File: config.mk
export PLATFORM = sky130hd
export DESIGN_NAME = rect_fill_engine
export DESIGN_NICKNAME = d
export VERILOG_FILES = /design/src/rtl/rect_fill_engine.sv
export SDC_FILE = /design/constraint.sdc
export NUM_CORES = 1
export LEC_CHECK = 0
export CORE_MARGIN = 1
export CORE_UTILIZATION = 25
export DETAILED_ROUTE_END_ITERATION = 10
export PLACE_DENSITY = 0.52
export SYNTH_ARGS = -nofsm -noshare
export SYNTH_HDL_FRONTEND = slang
export SYNTH_SLANG_ARGS = --single-unit
File: constraint.sdc
create_clock -name clk -period 3.8 [get_ports clk]
set_input_delay 0.57 -clock clk [delete_from_list [all_inputs] [get_ports clk]]
set_output_delay 0.57 -clock clk [all_outputs]
set_load 0.01 [all_outputs]
File: src/rtl/rect_fill_engine.sv
// rect_fill_engine: fills a w x h rectangle one pixel per clock in raster order.
// Optional build macro RECT_FILL_ENGINE_CLIP_EN: pixels outside the SCR_W x SCR_H
// screen are still stepped through but emitted with plot low.
//
// state  | meaning
// S_IDLE | waiting for start, operands not yet latched
// S_DRAW | px/py/pc show pixel (ix,iy) of the latched rectangle
// S_FIN  | done pulse, back to S_IDLE next cycle
module rect_fill_engine #(
    parameter int X_W   = 8,
    parameter int Y_W   = 7,
    parameter int C_W   = 3,
    parameter int DIM_W = 4,
    parameter int SCR_W = 160,
    parameter int SCR_H = 120
) (
    input  logic             clk,
    input  logic             r_set,
    input  logic             start,
    input  logic [X_W-1:0]   x0,
    input  logic [Y_W-1:0]   y0,
    input  logic [DIM_W-1:0] w,
    input  logic [DIM_W-1:0] h,
    input  logic [C_W-1:0]   colour,
    output logic             busy,
    output logic             done,
    output logic             plot,
    output logic [X_W-1:0]   px,
    output logic [Y_W-1:0]   py,
    output logic [C_W-1:0]   pc
);

    typedef enum logic [1:0] {S_IDLE, S_DRAW, S_FIN} state_t;

    state_t           state_q;
    logic [X_W-1:0]   x_l_q;
    logic [Y_W-1:0]   y_l_q;
    logic [DIM_W-1:0] w_l_q, h_l_q;
    logic [C_W-1:0]   c_l_q;
    logic [DIM_W-1:0] ix_q, iy_q;
    logic             busy_q, done_q, plot_q;
    logic [X_W-1:0]   px_q;
    logic [Y_W-1:0]   py_q;
    logic [C_W-1:0]   pc_q;

    logic [DIM_W-1:0] ix_d, iy_d;
    logic [X_W:0]     sx_d;
    logic [Y_W:0]     sy_d;
    logic [C_W-1:0]   col_d;
    logic             row_end, last_px, in_scr, vis_d;

    // Index and address of the pixel to show next cycle; in IDLE that is the
    // first pixel of the request on the input pins.
    always_comb begin
        row_end = (ix_q == w_l_q - DIM_W'(1));
        last_px = row_end && (iy_q == h_l_q - DIM_W'(1));
        if (state_q == S_IDLE) begin
            ix_d  = '0;
            iy_d  = '0;
            sx_d  = {1'b0, x0};
            sy_d  = {1'b0, y0};
            col_d = colour;
        end else begin
            ix_d  = row_end ? '0 : ix_q + DIM_W'(1);
            iy_d  = row_end ? iy_q + DIM_W'(1) : iy_q;
            sx_d  = {1'b0, x_l_q} + (X_W+1)'(ix_d);
            sy_d  = {1'b0, y_l_q} + (Y_W+1)'(iy_d);
            col_d = c_l_q;
        end
        in_scr = (sx_d < (X_W+1)'(SCR_W)) && (sy_d < (Y_W+1)'(SCR_H));
`ifdef RECT_FILL_ENGINE_CLIP_EN
        vis_d = in_scr;
`else
        // Without clipping the screen extent has no effect; sums wrap.
        vis_d = in_scr | 1'b1;
`endif
    end

    // Control FSM with registered strobes and pixel outputs.
    always_ff @(posedge clk) begin
        if (r_set) begin
            state_q <= S_IDLE;
            x_l_q   <= '0;
            y_l_q   <= '0;
            w_l_q   <= '0;
            h_l_q   <= '0;
            c_l_q   <= '0;
            ix_q    <= '0;
            iy_q    <= '0;
            busy_q  <= 1'b0;
            done_q  <= 1'b0;
            plot_q  <= 1'b0;
            px_q    <= '0;
            py_q    <= '0;
            pc_q    <= '0;
        end else begin
            case (state_q)
                S_IDLE: begin
                    if (start) begin
                        x_l_q  <= x0;
                        y_l_q  <= y0;
                        w_l_q  <= w;
                        h_l_q  <= h;
                        c_l_q  <= colour;
                        ix_q   <= '0;
                        iy_q   <= '0;
                        busy_q <= 1'b1;
                        if (w != '0 && h != '0) begin
                            state_q <= S_DRAW;
                            plot_q  <= vis_d;
                            if (vis_d) begin
                                px_q <= sx_d[X_W-1:0];
                                py_q <= sy_d[Y_W-1:0];
                                pc_q <= col_d;
                            end
                        end else begin
                            state_q <= S_FIN;
                            done_q  <= 1'b1;
                        end
                    end
                end
                S_DRAW: begin
                    if (last_px) begin
                        state_q <= S_FIN;
                        plot_q  <= 1'b0;
                        done_q  <= 1'b1;
                    end else begin
                        ix_q   <= ix_d;
                        iy_q   <= iy_d;
                        plot_q <= vis_d;
                        if (vis_d) begin
                            px_q <= sx_d[X_W-1:0];
                            py_q <= sy_d[Y_W-1:0];
                            pc_q <= col_d;
                        end
                    end
                end
                S_FIN: begin
                    state_q <= S_IDLE;
                    done_q  <= 1'b0;
                    busy_q  <= 1'b0;
                end
                default: begin
                    state_q <= S_IDLE;
                    plot_q  <= 1'b0;
                    done_q  <= 1'b0;
                    busy_q  <= 1'b0;
                end
            endcase
        end
    end

    assign busy = busy_q;
    assign done = done_q;
    assign plot = plot_q;
    assign px   = px_q;
    assign py   = py_q;
    assign pc   = pc_q;

endmodule

; Word-level counts from Yosys, hierarchy flattened
; Cells that the tools add are included.
; W data, S select, Z words.
[op_classes]
n_eq_ne = 9
bitwise = 2
muxes = 36
reduce_logical = 13
addsub = 6
[ops]
columns = cell, count
row1 = $mux W8, 4
row2 = $mux W7, 4
row3 = $mux W4, 5
row4 = $pmux W4 S2, 2
row5 = $pmux W8 S2, 1
row6 = $pmux W7 S2, 1
row7 = $mux W3, 4
row8 = $reduce_and A3 Y1, 3
row9 = $add A4 B1 Y4 const B, 2
row10 = $add A8 B4 Y8, 1
row11 = $eq A4 B4 Y1, 2
row12 = $ne A2 B2 Y1 const B, 4
row13 = $reduce_bool A4 Y1, 2
row14 = $sub A4 B1 Y4 const B, 2
row15 = $add A7 B4 Y7, 1
row16 = $mux W1, 7
row17 = $mux W2, 3
row18 = $pmux W3 S2, 1
row19 = $reduce_and A2 Y1, 3
row20 = $pmux W1 S2, 2
row21 = $pmux W2 S2, 1
row22 = $reduce_and A4 Y1, 1
row23 = $pmux W1 S3, 1
row24 = $eq A2 B1 Y1 const B, 1
row25 = other kinds (6), 8
[word_totals]
reg_bits = 57
in_bits = 29
elab_cells = 80
output_inout_bits = 21

; Longest topological paths before layout
; Gate-level depths: netlist of run 1.
[depth]
ltp_word = 8
mapped_depth = 15
mapped_depth_nobuf = 14

; Least setup slack after synthesis of run 1
; No wires, ideal clock.
[synth_timing]
path_type = flip-flop to flip-flop
from = reg w_l_q[0]
to = reg py_q[6] (netlist: py[6])
path_slack_ns = 0.923
path_stages_with_launch = 16
required_ns = 3.708
synth_period_minus_slack_ns = 2.877
arrival_time_ns = 2.785
path_cell_list = dfxtp_1 -> inv_1 -> ha_1 -> xor2_1 -> nand3_2 -> nor2_1 -> buf_2 -> xor2_1 -> ha_1 -> fa_1 -> a21o_1 -> a21oi_1 -> nor2_1 -> xor2_1 -> o21ai_0 -> o32ai_1
[synth_between]
elab_chain_len = 8
word_cells_on_any_way = 12
cone_classes = 2 x add/sub / 2 x eq/ne / 6 x mux / 2 x reduce/logical
[synth_rtl]
columns = item, line
row1 = start: declaration, 38  ; logic [DIM_W-1:0] w_l_q, h_l_q;
row2 = start signal: assignment, 102  ; w_l_q <= w;
row3 = $sub A4 B1 Y4 *, 55  ; row_end = (ix_q == w_l_q - DIM_W'(1));
row4 = $eq A4 B4 Y1 *, 55
row5 = $mux W4, 65  ; iy_d = row_end ? iy_q + DIM_W'(1) : iy_q;
row6 = $add A7 B4 Y7, 67  ; sy_d = {1'b0, y_l_q} + (Y_W+1)'(iy_d);
row7 = $mux W7, 57  ; if (state_q == S_IDLE) begin
row8 = $mux W7, 108  ; if (w != '0 && h != '0) begin
row9 = $mux W7, 99  ; if (start) begin
row10 = $pmux W7 S2, 97  ; case (state_q)
row11 = end signal: assignment, 113  ; py_q <= sy_d[Y_W-1:0];
row12 = end signal: assignment, 133  ; py_q <= sy_d[Y_W-1:0];
row13 = end: declaration, 43  ; logic [Y_W-1:0] py_q;
; Mark *: on every way between the ends. The rest lies on a longest branch, timed or not. The select of a mux whose other input is x is not followed.
; A chain may end at the register's enable or synchronous reset.

; Final worst setup path of run 1
[layout_timing]
from = reg w_l_q[0]
to = reg px_q[6] (netlist: px[6])
[layout_between]
elab_chain_len = 8
word_cells_on_any_way = 12
cone_classes = 2 x add/sub / 2 x eq/ne / 6 x mux / 2 x reduce/logical
[layout_rtl]
columns = item, line
row1 = $sub A4 B1 Y4 *, 55
row2 = $eq A4 B4 Y1 *, 55
row3 = $mux W4, 64  ; ix_d = row_end ? '0 : ix_q + DIM_W'(1);
row4 = $add A8 B4 Y8, 66  ; sx_d = {1'b0, x_l_q} + (X_W+1)'(ix_d);
row5 = $mux W8, 57
row6 = $mux W8, 108
row7 = $mux W8, 99
row8 = $pmux W8 S2, 97
row9 = end signal: assignment, 112  ; px_q <= sx_d[X_W-1:0];
row10 = end signal: assignment, 132  ; px_q <= sx_d[X_W-1:0];
row11 = end: declaration, 42  ; logic [X_W-1:0] px_q;
; Marks and branches as above.

==> results of run 1 <==
==> worst min path at each step <==
| stage | slack [ns] | end | cells past startpoint |
|---|---|---|---|
| finish | 0.45 | c_l_q[2] | 2 |
| global route | 0.48 | c_l_q[2] | 2 |
| CTS | 0.45 | c_l_q[2] | 2 |
| detailed placement | 0.45 | c_l_q[2] | 2 |
| global placement | 0.44 | c_l_q[1] | 2 |
| floorplan | 0.44 | c_l_q[0] | 2 |
==> kinds of logic (layout without fill, tap and decap cells) <==
group                    Yosys count  after routing  share of synthesized area
AND/OR/NAND/NOR                  144            144                      0.217
AO/OA/AOI/OAI                     78             78                      0.184
flip-flops                        57             57                      0.385
buffers and inverters             29             78                     0.0460
XOR/XNOR                          26             26                     0.0861
adder cells (fa/ha/maj)           14             14                     0.0641
multiplexers                       5              5                     0.0173
==> power groups by stage <==
stage | combinational, mW | sequential (mW) | clock (mW)
after floorplan | 0.166 | 0.685 | 0
after global placement | 0.281 | 0.682 | 0
after detailed placement | 0.284 | 0.683 | 0
after CTS | 0.286 | 0.671 | 0.901
after global routing | 0.315 | 0.676 | 0.929
final | 0.282 | 0.671 | 0.884
==> cell usage in the layout (no fill, tap or decap), drive strengths merged, types with 2 or more instances in the layout <==
cell           Yosys  routed
dfxtp             57      57
inv                8       8
xnor2             11      11
o21ai              6       6
o32ai              2       2
a21o               4       4
fa                 2       2
ha                12      12
clkdlybuf4s50      0      48
xnor3              2       2
a311oi             7       7
buf                5       6
bufinv             0       2
nor2              39      39
mux2i              4       4
nor4               3       3
nor2b              2       2
clkbuf            16      11
nand2b             6       6
nand2             74      74
and3b              2       2
and2               2       2
o211ai             2       2
a21oi             42      42
a22oi              3       3
nor3               4       4
nand3              5       5
nor3b              2       2
xor2              13      13
a211oi             6       6
a31o               3       3
clkinv             0       2
==> routing by layer <==
| layer | part of all wire | GRT usage |
|---|---|---|
| met5 | 0 | 0 |
| met4 | 0.013 | 0.0382 |
| met3 | 0.045 | 0.0448 |
| met2 | 0.47 | 0.222 |
| met1 | 0.47 | 0.162 |
==> through the flow <==
step | cells | worst slack [ns] | power, mW
after floorplan | 353 | 0.923 | 0.851
after global placement | 529 | 0.747 | 0.963
after detailed placement | 529 | 0.638 | 0.967
after CTS | 545 | 0.601 | 1.86
after global routing | 545 | 0.314 | 1.92
final | 545 | 0.596 | 1.84
==> area by class of cell <==
| class | count | area [sq um] |
|---|---|---|
| flip-flops and latches | 57 | 1140 |
| repair buffers | 54 | 523 |
| multi-input cells | 267 | 1690 |
| inverters | 8 | 30.0 |
| fillers | 1225 | 7580 |
| clock inverters | 5 | 77.6 |
| well taps | 143 | 179 |
| clock buffers | 11 | 253 |
==> flip-flops by register name, summed over array words and instances (netlist names) <==
signal	cells
py	7
c_l_q	3
px	8
plot	1
iy_q	4
w_l_q	4
state_q	2
h_l_q	4
y_l_q	7
busy	1
pc	3
x_l_q	8
done	1
ix_q	4
==> critical path, stage by stage (launching register included) <==
cell and delay [ns]:
dfxtp_1 0.38, inv_1 0.07, ha_1 0.30, xor2_1 0.17, nand3_2 0.12, nor2_1 0.25
buf_4 0.22, nor2_1 0.06, ha_1 0.21, fa_1 0.41, a21o_1 0.19, a21oi_1 0.20
nor2_1 0.08, xor2_1 0.13, o21ai_0 0.09, o32ai_1 0.26
==> run metrics, run 1 <==
number of port buffers=49; P_sw=roughly 460 uW; Layout Utilization=0.339; Clk pwr share=0.481; RSZ-0062 raised after global routing=no; # Max-Cap Violations=0; worst-path fanout max=9; Mapped Cells=353; iteration-0 DRC count of the detailed router=102; sw frac=0.248; dpl hpwl=5.16 mm; detail-routed net length per standard cell=13.8 um; Worst Path Arrival=between 3 and 4 ns; largest net degree at the start of global routing=43; R2R Setup Slk=0.60 ns; Max VDD drop=0.199 mV; Total GRT Usage=0.133; grt ovf=0; postcts setup bufs=0; Seq/Total Area, Yosys=0.385; DRC errors left=0; gpl congestion=about 0.74; minimum clock period=approximately 3.2 ns; Syn. warnings=0; Int Pwr=between 1 and 1.5 mW; clk_skew=roughly 0.0065 ns; Reg clk slew, reported paths=about 0.050 ns; Most used DFF post-synth=dfxtp_1; final-stage net count=440; Final ANT Viol Nets=0; worst setup path end=px[6]; RR Endpoint=px[6]; measured slew at the worst slew-check pin=1.11 ns; Core Footprint=11500 sq um; number of global-route vias before repair=2595; Detailed Route WL=7.53 mm; diode count=0; Post-Syn Area=2970 sq um; initial antenna violation count=0; combinational power share=0.153; Die Y=111 um; clk buf depth=2; Synth area leader=dfxtp_1; leak pwr=approximately 1.6 nW; Achievable Freq=about 0.31 GHz; final hold violations=0; startpoint class of the critical path=flop; clock buffer count from CTS=9; placed cell area=3560 sq um; Die Wd=between 100 and 150 um; Async SR Flop Fraction=0; row cnt=39; endpoint class of the critical path=flop; Crit Path Category=reg2reg; H-tree levels=3; top post-synthesis cells by area=dfxtp_1, nand2_1, a21oi_1, ha_1, nor2_1; io pins=50; run status=finished clean; mean post-synth cell area=approximately 8.4 sq um; Post-CTS Resized=0; flops & latches, synth=57; Synth cell types=45; clock sink count=57; Final Max Slew Viols=0; Crit. Startpoint=w_l_q[0]; count leader, synth=nand2_1; Slew headroom=0.257; Pre-antenna DRT Iters=4; routed vias=2540; commonest cells in the netlist=nand2_1, dfxtp_1, a21oi_1; Tcrit/Tclk final=0.843; latest clock arrival within the worst-skew pair=0.32 ns; Hold Slack=0.452 ns; Initial Util=0.259; share of the synthesized area in the top cell type=0.385; Worst R2R Start=w_l_q[0]; design area=3890 sq um; final-report setup violation count=0; syn nets=396; TritonCTS clock tree=built; Area Growth Syn to Fin=31.2%; setup TNS=0 ns; Post-CTS Hold Buffers=0; CP required=between 4 and 5 ns; layout cells sized above 1=0.0970; clk root buf=clkbuf_16; hold_sp=c_l_q[2]; first-pass GRT wire length=12.8 mm; Seq pwr share=0.365; reg2reg path depth=15; power per standard cell area=roughly 470 nW/um^2; Hold Path Class=reg2reg; number of synthesized flops with an enable pin=0; vias per inst=4.66; Die Area=12300 sq um
Power figures use the tool's default switching activity.
==> run 2, diff against run 1 <==
PLACE_DENSITY = 0.53   (was 0.52)
clock period = 2.6 ns   (was 3.8 ns; I/O delays follow)
==> run 2 against run 1 <==
  * The run now ends with setup timing left
  * Combinational power up 75%
  * Via count grew 5.3%
  * Fmax up 19%
  * Clock skew down 0.0015 ns
  * Largest cell class unchanged
  * Worst hold slack barely moved
==> run metrics, run 2 (synthesized netlist as in run 1, its figures left out) <==
number of port buffers=49 (unchanged); power per standard cell area=585 nW/um^2 (+24%); grt ovf=0 (unchanged); Final Max Slew Viols=0 (unchanged); clk_skew=0.00501 ns (-0.00150 ns); TritonCTS clock tree=built; Total GRT Usage=0.134 (+0.00127); minimum clock period=2.70 ns (-0.504 ns); iteration-0 DRC count of the detailed router=143 (+40%); H-tree levels=3 (unchanged); Area Growth Syn to Fin=47.8%; final std cells w/o fill=586 (+7.5%); CP required=2.79 ns (-1.24 ns); Max VDD drop=0.279 mV (+40%); leak pwr=1.79 nW (+15%); Worst Path Arrival=2.89 ns (-0.55 ns); clk root buf=clkbuf_16; latest clock arrival within the worst-skew pair=0.32 ns (about the same); number of global-route vias before repair=2700 (+4.0%); Reg clk slew, reported paths=0.05 ns (about the same); DRC errors left=0 (unchanged); gpl congestion=0.722 (-2.4%); Achievable Freq=0.370 GHz (+19%); # Max-Cap Violations=0 (unchanged); final-stage net count=481 (+9.3%); measured slew at the worst slew-check pin=0.496 ns (-0.618 ns); initial antenna violation count=0 (unchanged); first-pass GRT wire length=13.2 mm (+3.0%); Final ANT Viol Nets=0 (unchanged); Setup WS post-layout=-0.101 ns (-0.696 ns); final-report setup violation count=7 (+7); Slew headroom=0.669 (+0.412); Tcrit/Tclk final=1.04 (+0.196); final hold violations=0 (unchanged); commonest non-fill, non-tap cell in the layout=nand2_1; largest net degree at the start of global routing=28 (-35%); endpoint class of the critical path=flop; layout cells sized above 1=0.242 (+0.145); Core Footprint=11500 sq um (unchanged); Die Y=111 um (unchanged); clock buffer count from CTS=9 (unchanged); Initial Util=0.259 (unchanged); failing checks=setup timing; row cnt=39 (unchanged); routed vias=2675 (+5.3%); Die Area=12300 sq um (unchanged); RSZ-0062 raised after global routing=yes; clock sink count=57 (unchanged); Crit Path Category=reg2reg; startpoint class of the critical path=flop; Pwr Total=2.56 mW (+40%); Detailed Route WL=7.76 mm (+3.0%); post-placement cell count=558 (+5.5%); most frequent cells in the layout=nand2_1, dfxtp_1, clkdlybuf4s50_1; detail-routed net length per standard cell=13.2 um (-4.2%); worst-path fanout max=4 (-5); dpl hpwl=5.40 mm (+4.8%); vias per inst=4.56 (-2.1%); Hold Path Class=reg2reg; Die Wd=111 um (unchanged); Pre-antenna DRT Iters=4 (unchanged); io pins=50 (unchanged); diode count=0 (unchanged); clk buf depth=2 (unchanged); Post-CTS Hold Buffers=0 (unchanged); run status=finished, violations left
run 2: cell types whose count changed in the layout (fill, tap and decap cells not counted), moves of 5 or more:
cell   before  now
buf_4       5   37
ha_4        0    5
ha_1       12    5
buf_6       0    6
run 2: area by class of cell:
cell class	instances	area (sq um)
Tap cell	143	179
Timing Repair Buffer	95	891
Fill cell	1139	7080
Inverter	8	30.0
Multi-Input combinational cell	267	1870
Clock inverter	3	15.0
Clock buffer	13	260
Sequential cell	57	1140
run 2: worst paths after layout:
path                            cells past startpoint  startpoint  slack, ns  endpoint
worst max-delay path                               15    w_l_q[0]      -0.10     py[4]
worst min-delay path                                2    c_l_q[2]       0.45  c_l_q[2]
worst max register to register                     15    w_l_q[0]      -0.10     py[4]
worst min register to register                      2    c_l_q[2]       0.45  c_l_q[2]
run 2: through the flow:
step                instance area (sq um)  setup TNS, ns  setup WS (ns)  hold WS (ns)   util
CTS                                  4310         -0.731         -0.139         0.454  0.376
floorplan                            3000         -0.375        -0.0879         0.437      -
finish                               4380         -0.450         -0.101         0.452  0.382
detailed placement                   3820          -2.24         -0.246         0.447  0.333
global route                         4380          -2.05         -0.254         0.477  0.382
global placement                     3820          -1.83         -0.179         0.442  0.333
run 2: worst max-delay path, stage by stage, from the launching register on:
cell and delay [ns]:
dfxtp_2 0.33, inv_2 0.04, ha_4 0.26, xor2_2 0.14, nand3_2 0.11, nor2_4 0.16, buf_6 0.13, xor2_1 0.06
ha_2 0.19, fa_2 0.35, a21o_1 0.20, a21oi_2 0.14, xor2_1 0.15, nor2_1 0.05, a21oi_1 0.16, a211oi_2 0.08
run 2: layer usage:
layer | share of wire | vias to the layer above | GRT usage
met2 | 0.46 | 46 | 0.209
met4 | 0.016 | 0 | 0.0480
met1 | 0.48 | 1249 | 0.171
met5 | 0 | - | 0
li1 | - | 1369 | -
met3 | 0.051 | 11 | 0.0465
run 2: power breakdown:
group	leakage [nW]	internal, mW	switching (mW)	total (mW)
Clock	0.139	0.691	0.399	1.09
Sequential	0.469	0.936	0.0436	0.980
Combinational	1.18	0.256	0.238	0.494
Total	1.79	1.88	0.680	2.56
run 2: timing repair:
action                     in CTS  in global routing
setup endpoints to repair      15                 13
hold endpoints to repair        0                  0
buffers inserted               11                  2
gates resized for setup        24                  9
pin swaps                      19                  7
==> run 3, diff against run 2 <==
CTS_CLUSTER_SIZE = 8   (was unset)
PLACE_DENSITY = 0.52   (was 0.53)
clock period = 2.8 ns   (was 2.6 ns; I/O delays follow)
==> run 3 against run 2 <==
  * Power decreased by 8.8%
  * Largest cell class unchanged
  * Register-to-register slack improved by 0.17 ns
  * Sequential cell count unchanged
  * Critical endpoint is now px[6]
  * The flow now finishes without violations
  * Critical path type unchanged
  * Sequential share of layout area rose by 1.3 points
==> run metrics, run 3 (synthesized netlist as in run 1, its figures left out) <==
met1 Usage GRT=0.153 (-0.0182); Worst Path Arrival=2.95 ns (+0.06 ns); initial antenna violation count=0 (unchanged); R2R Setup Slk=0.07 ns (+0.17 ns); Max VDD drop=0.314 mV (+13%); CP required=3.02 ns (+0.23 ns); Crit Path Category=reg2reg; startpoint class of the critical path=flop; clk_skew=0.00727 ns (+0.00226 ns); CP Buf/Inv Count=2 (unchanged); number of global-route vias before repair=2553 (-5.4%); leak pwr=1.69 nW (-5.8%); Die Area=12300 sq um (unchanged); vias per inst=4.60 (+0.73%); Die Y=111 um (unchanged); first-pass GRT wire length=12.6 mm (-4.6%); H-tree levels=3 (unchanged); DRC errors left=0 (unchanged); clk root buf=clkbuf_16; Area Growth Syn to Fin=40.9%; most frequent cells in the layout=nand2_1, dfxtp_1, clkdlybuf4s50_1; latest clock arrival within the worst-skew pair=0.32 ns (about the same); Pre-antenna DRT Iters=4 (unchanged); measured slew at the worst slew-check pin=0.668 ns (+0.172 ns); crit-path cells=inv_2 > ha_4 > xor2_2 > nand3_2 > nor2_4 > buf_6 > nor2_4 > ha_4 > fa_2 > a21o_1 > a21oi_2 > nor2_1 > xor2_1 > o21ai_1 > o32ai_1; Achievable Freq=0.367 GHz (-0.96%); Initial Util=0.259 (unchanged); met2 usage=0.224 (+0.0153); Tcrit/Tclk final=0.974 (-0.0648); diode count=0 (unchanged); worst-path fanout max=5 (+1); Post-CTS Hold Buffers=0 (unchanged); commonest non-fill, non-tap cell in the layout=nand2_1; clk buf depth=2 (unchanged); Hold Path Class=reg2reg; power per standard cell area=560 nW/um^2 (-4.3%); Slew headroom=0.555 (-0.115); number of port buffers=49 (unchanged); global route hottest layer=met2; RSZ-0062 raised after global routing=yes; Layout Utilization=0.364 (-0.0179); final-stage net count=465 (-3.3%); grt ovf=0 (unchanged); M3 GR Usage=0.0339 (-0.0126); final-report setup violation count=0 (-7); clock buffer count from CTS=9 (unchanged); endpoint class of the critical path=flop; iteration-0 DRC count of the detailed router=83 (-42%); Fillers=1198 (+5.2%); Final Max Slew Viols=0 (unchanged); Final ANT Viol Nets=0 (unchanged); clock sink count=57 (unchanged); detail-routed net length per standard cell=13.8 um (+4.5%); layout cells sized above 1=0.199 (-0.0425); CP peak stage delay=0.35 ns (about the same); Detailed Route WL=7.88 mm (+1.6%); Core Footprint=11500 sq um (unchanged); crit-path leading delay family=adder cells; minimum clock period=2.73 ns (+0.0263 ns); Reg clk slew, reported paths=0.05 ns (about the same); Pwr Total=2.34 mW (-8.8%); Total GRT Usage=0.130 (-0.00402); CP max stage cell=fa_2; # Max-Cap Violations=0 (unchanged); routed vias=2621 (-2.0%); row cnt=39 (unchanged); dpl hpwl=5.37 mm (-0.56%); io pins=50 (unchanged); largest net degree at the start of global routing=34 (+21%); TritonCTS clock tree=built; gpl congestion=0.748 (+3.5%); Die Wd=111 um (unchanged); final hold violations=0 (unchanged); run status=finished clean
## run 3: cell count changes in the layout (fill, tap and decap cells not counted), sizes merged
cell	change
buf	-16
## run 3: power breakdown
part,leakage [nW],internal [mW],switching [mW],total [mW]
logic,1.08,0.215,0.215,0.430
registers,0.469,0.870,0.0409,0.911
clock network,0.139,0.641,0.357,0.998
total,1.69,1.73,0.613,2.34
## run 3: per-stage QoR
stage | setup TNS (ns) | cells | hold slack, ns | worst slack [ns] | area [sq um]
2_1_floorplan | 0 | 353 | 0.437 | 0.0187 | 2980
3_3_place_gp | 0 | 545 | 0.443 | 0.0246 | 3700
3_5_place_dp | -0.123 | 545 | 0.454 | -0.0460 | 3700
4_1_cts | 0 | 563 | 0.462 | 0.00419 | 4040
5_1_grt | -0.408 | 570 | 0.489 | -0.0889 | 4180
6_report | 0 | 570 | 0.458 | 0.0729 | 4180
## run 3: layout make-up
| cell class | instances | area, sq um | area share |
|---|---|---|---|
| inverters | 8 | 30.0 | 0.00719 |
| clock buffers | 13 | 260 | 0.0623 |
| repair buffers | 79 | 734 | 0.176 |
| clock inverters | 3 | 15.0 | 0.00359 |
| multi-input cells | 267 | 1820 | 0.435 |
| well taps | 143 | 179 | 0.0428 |
| flip-flops and latches | 57 | 1140 | 0.274 |
## run 3: worst paths after layout
path	to	start	depth (start not counted)
max reg2reg	px[6]	w_l_q[0]	15
min	c_l_q[0]	c_l_q[0]	2
max	px[6]	w_l_q[0]	15
min reg2reg	c_l_q[0]	c_l_q[0]	2
## run 3: what timing repair did
item / 4_1_cts / 5_1_grt
gates resized for setup: 13 / 18
setup buffers: 2 / 7
gates cloned: 0 / 0
setup endpoints to repair: 4 / 9
pin swaps: 8 / 28
## run 3: metal layers
| metal | up-vias | wire, um | share of wire |
|---|---|---|---|
| li1 | 1332 | - | - |
| met1 | 1232 | 3600 | 0.46 |
| met2 | 46 | 3880 | 0.49 |
| met3 | 11 | 272 | 0.035 |
| met4 | 0 | 131 | 0.017 |
| met5 | - | 0 | 0 |
## run 3: tightest hold or removal path, delay by kind of cell (launching register included)
family,cells,cell delay (ns)
compound gates,1,0.05
flops,1,0.31
simple gates,1,0.05
==> RTL edit, RTL diff (flow settings as in run 2) <==
Set the parameter `Y_W` to 9 (it was 7).
--- a/src/rtl/rect_fill_engine.sv
+++ b/src/rtl/rect_fill_engine.sv
@@ -9,5 +9,5 @@
 module rect_fill_engine #(
     parameter int X_W   = 8,
-    parameter int Y_W   = 7,
+    parameter int Y_W   = 9,
     parameter int C_W   = 3,
     parameter int DIM_W = 4,
Interface: changed (resized py and y0); port bits go from 50 to 54. The function was not compared with the original's and may differ.
==> RTL edit against run 2 <==
  * The run still ends with negative setup slack left
  * First-iteration DRC count fell by 5.6%
  * Final area rose by 0.83%
  * Largest power group unchanged
  * Sequential cell count rose by 4
  * Setup slack got worse by 41 ps
  * Clock power rose by 20%
  * Largest cell class unchanged
  * Synthesized area rose by 3.8%
  * Total power rose by 10%
  * Clock skew rose by 2.7 ps
  * Critical path type unchanged
  * Fmax fell by 1.5%
  * Count of clock-buffer cells in the layout fell by 1
  * Critical path depth fell by 2
  * Routed wire length rose by 1.5%
==> RTL edit: results (changes against run 2) <==
GRT
The maximum number of pins on one net before global-route repair is 46 (+64%). The global-route wire length before repair came to 12830 um (-2.5%). The number of antenna violations at the first check in global routing is 0 (unchanged). The global-route usage over all layers was 13.02% (-0.40 points).

The number of global-route vias before repair is 2714 (+0.52%).

Clocking
The number of levels in the clock H-tree was 3 (unchanged). The clock edge transition at the registers on the reported setup and hold paths is 60 ps. Clock tree synthesis selected as its root buffer the cell sky130_fd_sc_hd__clkbuf_16. The number of buffers on the longest clock path is 2 (unchanged). The insertion delay of the later-clocked pin in the worst-skew pair is 330 ps. The number of buffers added by the clock tree synthesis step is 9 (unchanged).

Placed design
The quantity of I/O buffers inserted on ports was 53 (+8.2%). The half-perimeter wire length after placement is 5464 um (+1.1%). The number of placed cells counting well taps was 576 (+3.2%).

The routability congestion estimate from global placement is 0.7411 (+2.6%).

Run status
The final reports fail on negative setup slack. The run finished, with violations left.

Route
The detail-routed net length per standard cell is 13.16 um (-0.58%). The aggregate routed wire length is 7870 um (+1.5%). The post-detailed-route DRC marker count is 0 (unchanged).

The iteration count of the initial detailed-routing pass is 4 (unchanged). The detail-routed via count per cell is 4.632 (+1.5%). The initial DRC count was 135 (-5.6%).

Synth
The proportion of register bits with asynchronous set or reset after synthesis was 0% (unchanged). The number of distinct library cells after synthesis is 48 (+6.7%). The number of nets produced by synthesis is 422 (+6.6%). The number of warnings reported in the yosys synthesis log is 0 (unchanged). The instance count of the mapped netlist is 377 (+6.8%). The proportion of synthesized chip area in sequential cells is 39.66% (+1.2 points). By count the netlist is led by 79 x sky130_fd_sc_hd__nand2_1, 61 x sky130_fd_sc_hd__dfxtp_1, 43 x sky130_fd_sc_hd__a21oi_1.

The most used flip-flop cell after synthesis is sky130_fd_sc_hd__dfxtp_1. Yosys attributes the largest share of cell area to sky130_fd_sc_hd__dfxtp_1 40%, sky130_fd_sc_hd__nand2_1 9.6%, sky130_fd_sc_hd__a21oi_1 7.0%.

Critical path
The top fanout value on the critical path is 5 (+1). STA classifies the critical path startpoint as a flop. The startpoint identified for the worst register-to-register timing path is w_l_q[0]. The worst path arrival time was 2920 ps (+30 ps).

Finish
The fill cell total of the finished layout came to 1236 (+8.5%). The final antenna diode count is 0 (unchanged). The net count of the finished layout is 491 (+2.1%). The share of cells above drive strength 1 is 16.85% (-7.3 points).

STA
The transition time at the pin with the least slew margin was 809.2 ps (+313.2 ps). The total negative slack is -960.5 ps (-510.6 ps). The final clock skew is 7.689 ps (+2.681 ps). The number of setup violations in the final report came to 11 (+4). The worst-case setup margin in the final layout was -142.0 ps (-41.08 ps).

Min path
The startpoint identified for the worst hold timing path is c_l_q[0]. In this run the worst hold path is classified as reg2reg.

Power
The static power due to leakage is 1.772 nW (-1.1%). The maximum VDD drop is 0.3001 mV (+7.6%).
## RTL edit: final cells by class
type,instances,area [um2],share of cell area [%]
multi-input cells,286,1904,43.08
inverters,7,26.28,0.5944
well taps,147,183.9,4.161
clock buffers,12,256.5,5.802
flip-flops and latches,61,1224,27.68
clock inverters,4,70.07,1.585
repair buffers,81,755.7,17.10
## RTL edit: worst max-delay path, stage by stage, from the launching register on
cell and delay (ps):
sky130_fd_sc_hd__dfxtp_2 330, sky130_fd_sc_hd__inv_2 40, sky130_fd_sc_hd__ha_4 260, sky130_fd_sc_hd__xor2_2 140, sky130_fd_sc_hd__nand3_2 110, sky130_fd_sc_hd__nor2_4 200, sky130_fd_sc_hd__mux2_4 350, sky130_fd_sc_hd__fa_2 350
sky130_fd_sc_hd__a21o_1 200, sky130_fd_sc_hd__a21oi_4 160, sky130_fd_sc_hd__nor2_1 70, sky130_fd_sc_hd__xor2_1 130, sky130_fd_sc_hd__o211ai_1 160, sky130_fd_sc_hd__a21oi_1 80
## RTL edit: cells by family (layout without fill, tap and decap cells)
kind of cell	after synthesis	in the layout	synth area share, %
simple gates	157	157	23.00
compound gates	84	84	17.15
flops	61	61	39.66
buf+inv	30	104	4.022
xor+xnor	26	26	8.330
fa+ha+maj	14	14	6.176
mux	5	5	1.666
## RTL edit: metal layers
metal | global-route usage (%) | share of wire (%)
met5 | 0 | 0
met1 | 15.63 | 47
met3 | 3.642 | 4.2
met2 | 21.19 | 47
met4 | 6.930 | 2.3
## RTL edit: path summary, 6_finish.rpt
kind | end | slack [ps] | depth (start not counted)
min reg2reg | c_l_q[0] | 460 | 2
min | c_l_q[0] | 460 | 2
max | py[8] | -140 | 13
max reg2reg | py[8] | -140 | 13
## RTL edit: power breakdown
group | switching, mW | leakage, nW | internal [mW]
clock | 0.420 | 0.163 | 0.887
sequential | 0.0451 | 0.502 | 1.00
combinational | 0.229 | 1.11 | 0.238
## RTL edit: what timing repair did
action,in CTS,in global routing
setup buffers,2,5
pin swaps,11,22
endpoints found under the setup margin,12,13
hold endpoints to repair,0,0
gates resized for setup,11,12
## RTL edit: through the flow
| step | worst slack [ps] | cell area (um2) |
|---|---|---|
| 6_report | -142.0 | 4420 |
| 2_1_floorplan | -104.2 | 3129 |
| 3_5_place_dp | -242.8 | 3926 |
| 3_3_place_gp | -176.5 | 3926 |
| 5_1_grt | -314.0 | 4420 |
| 4_1_cts | -186.3 | 4317 |
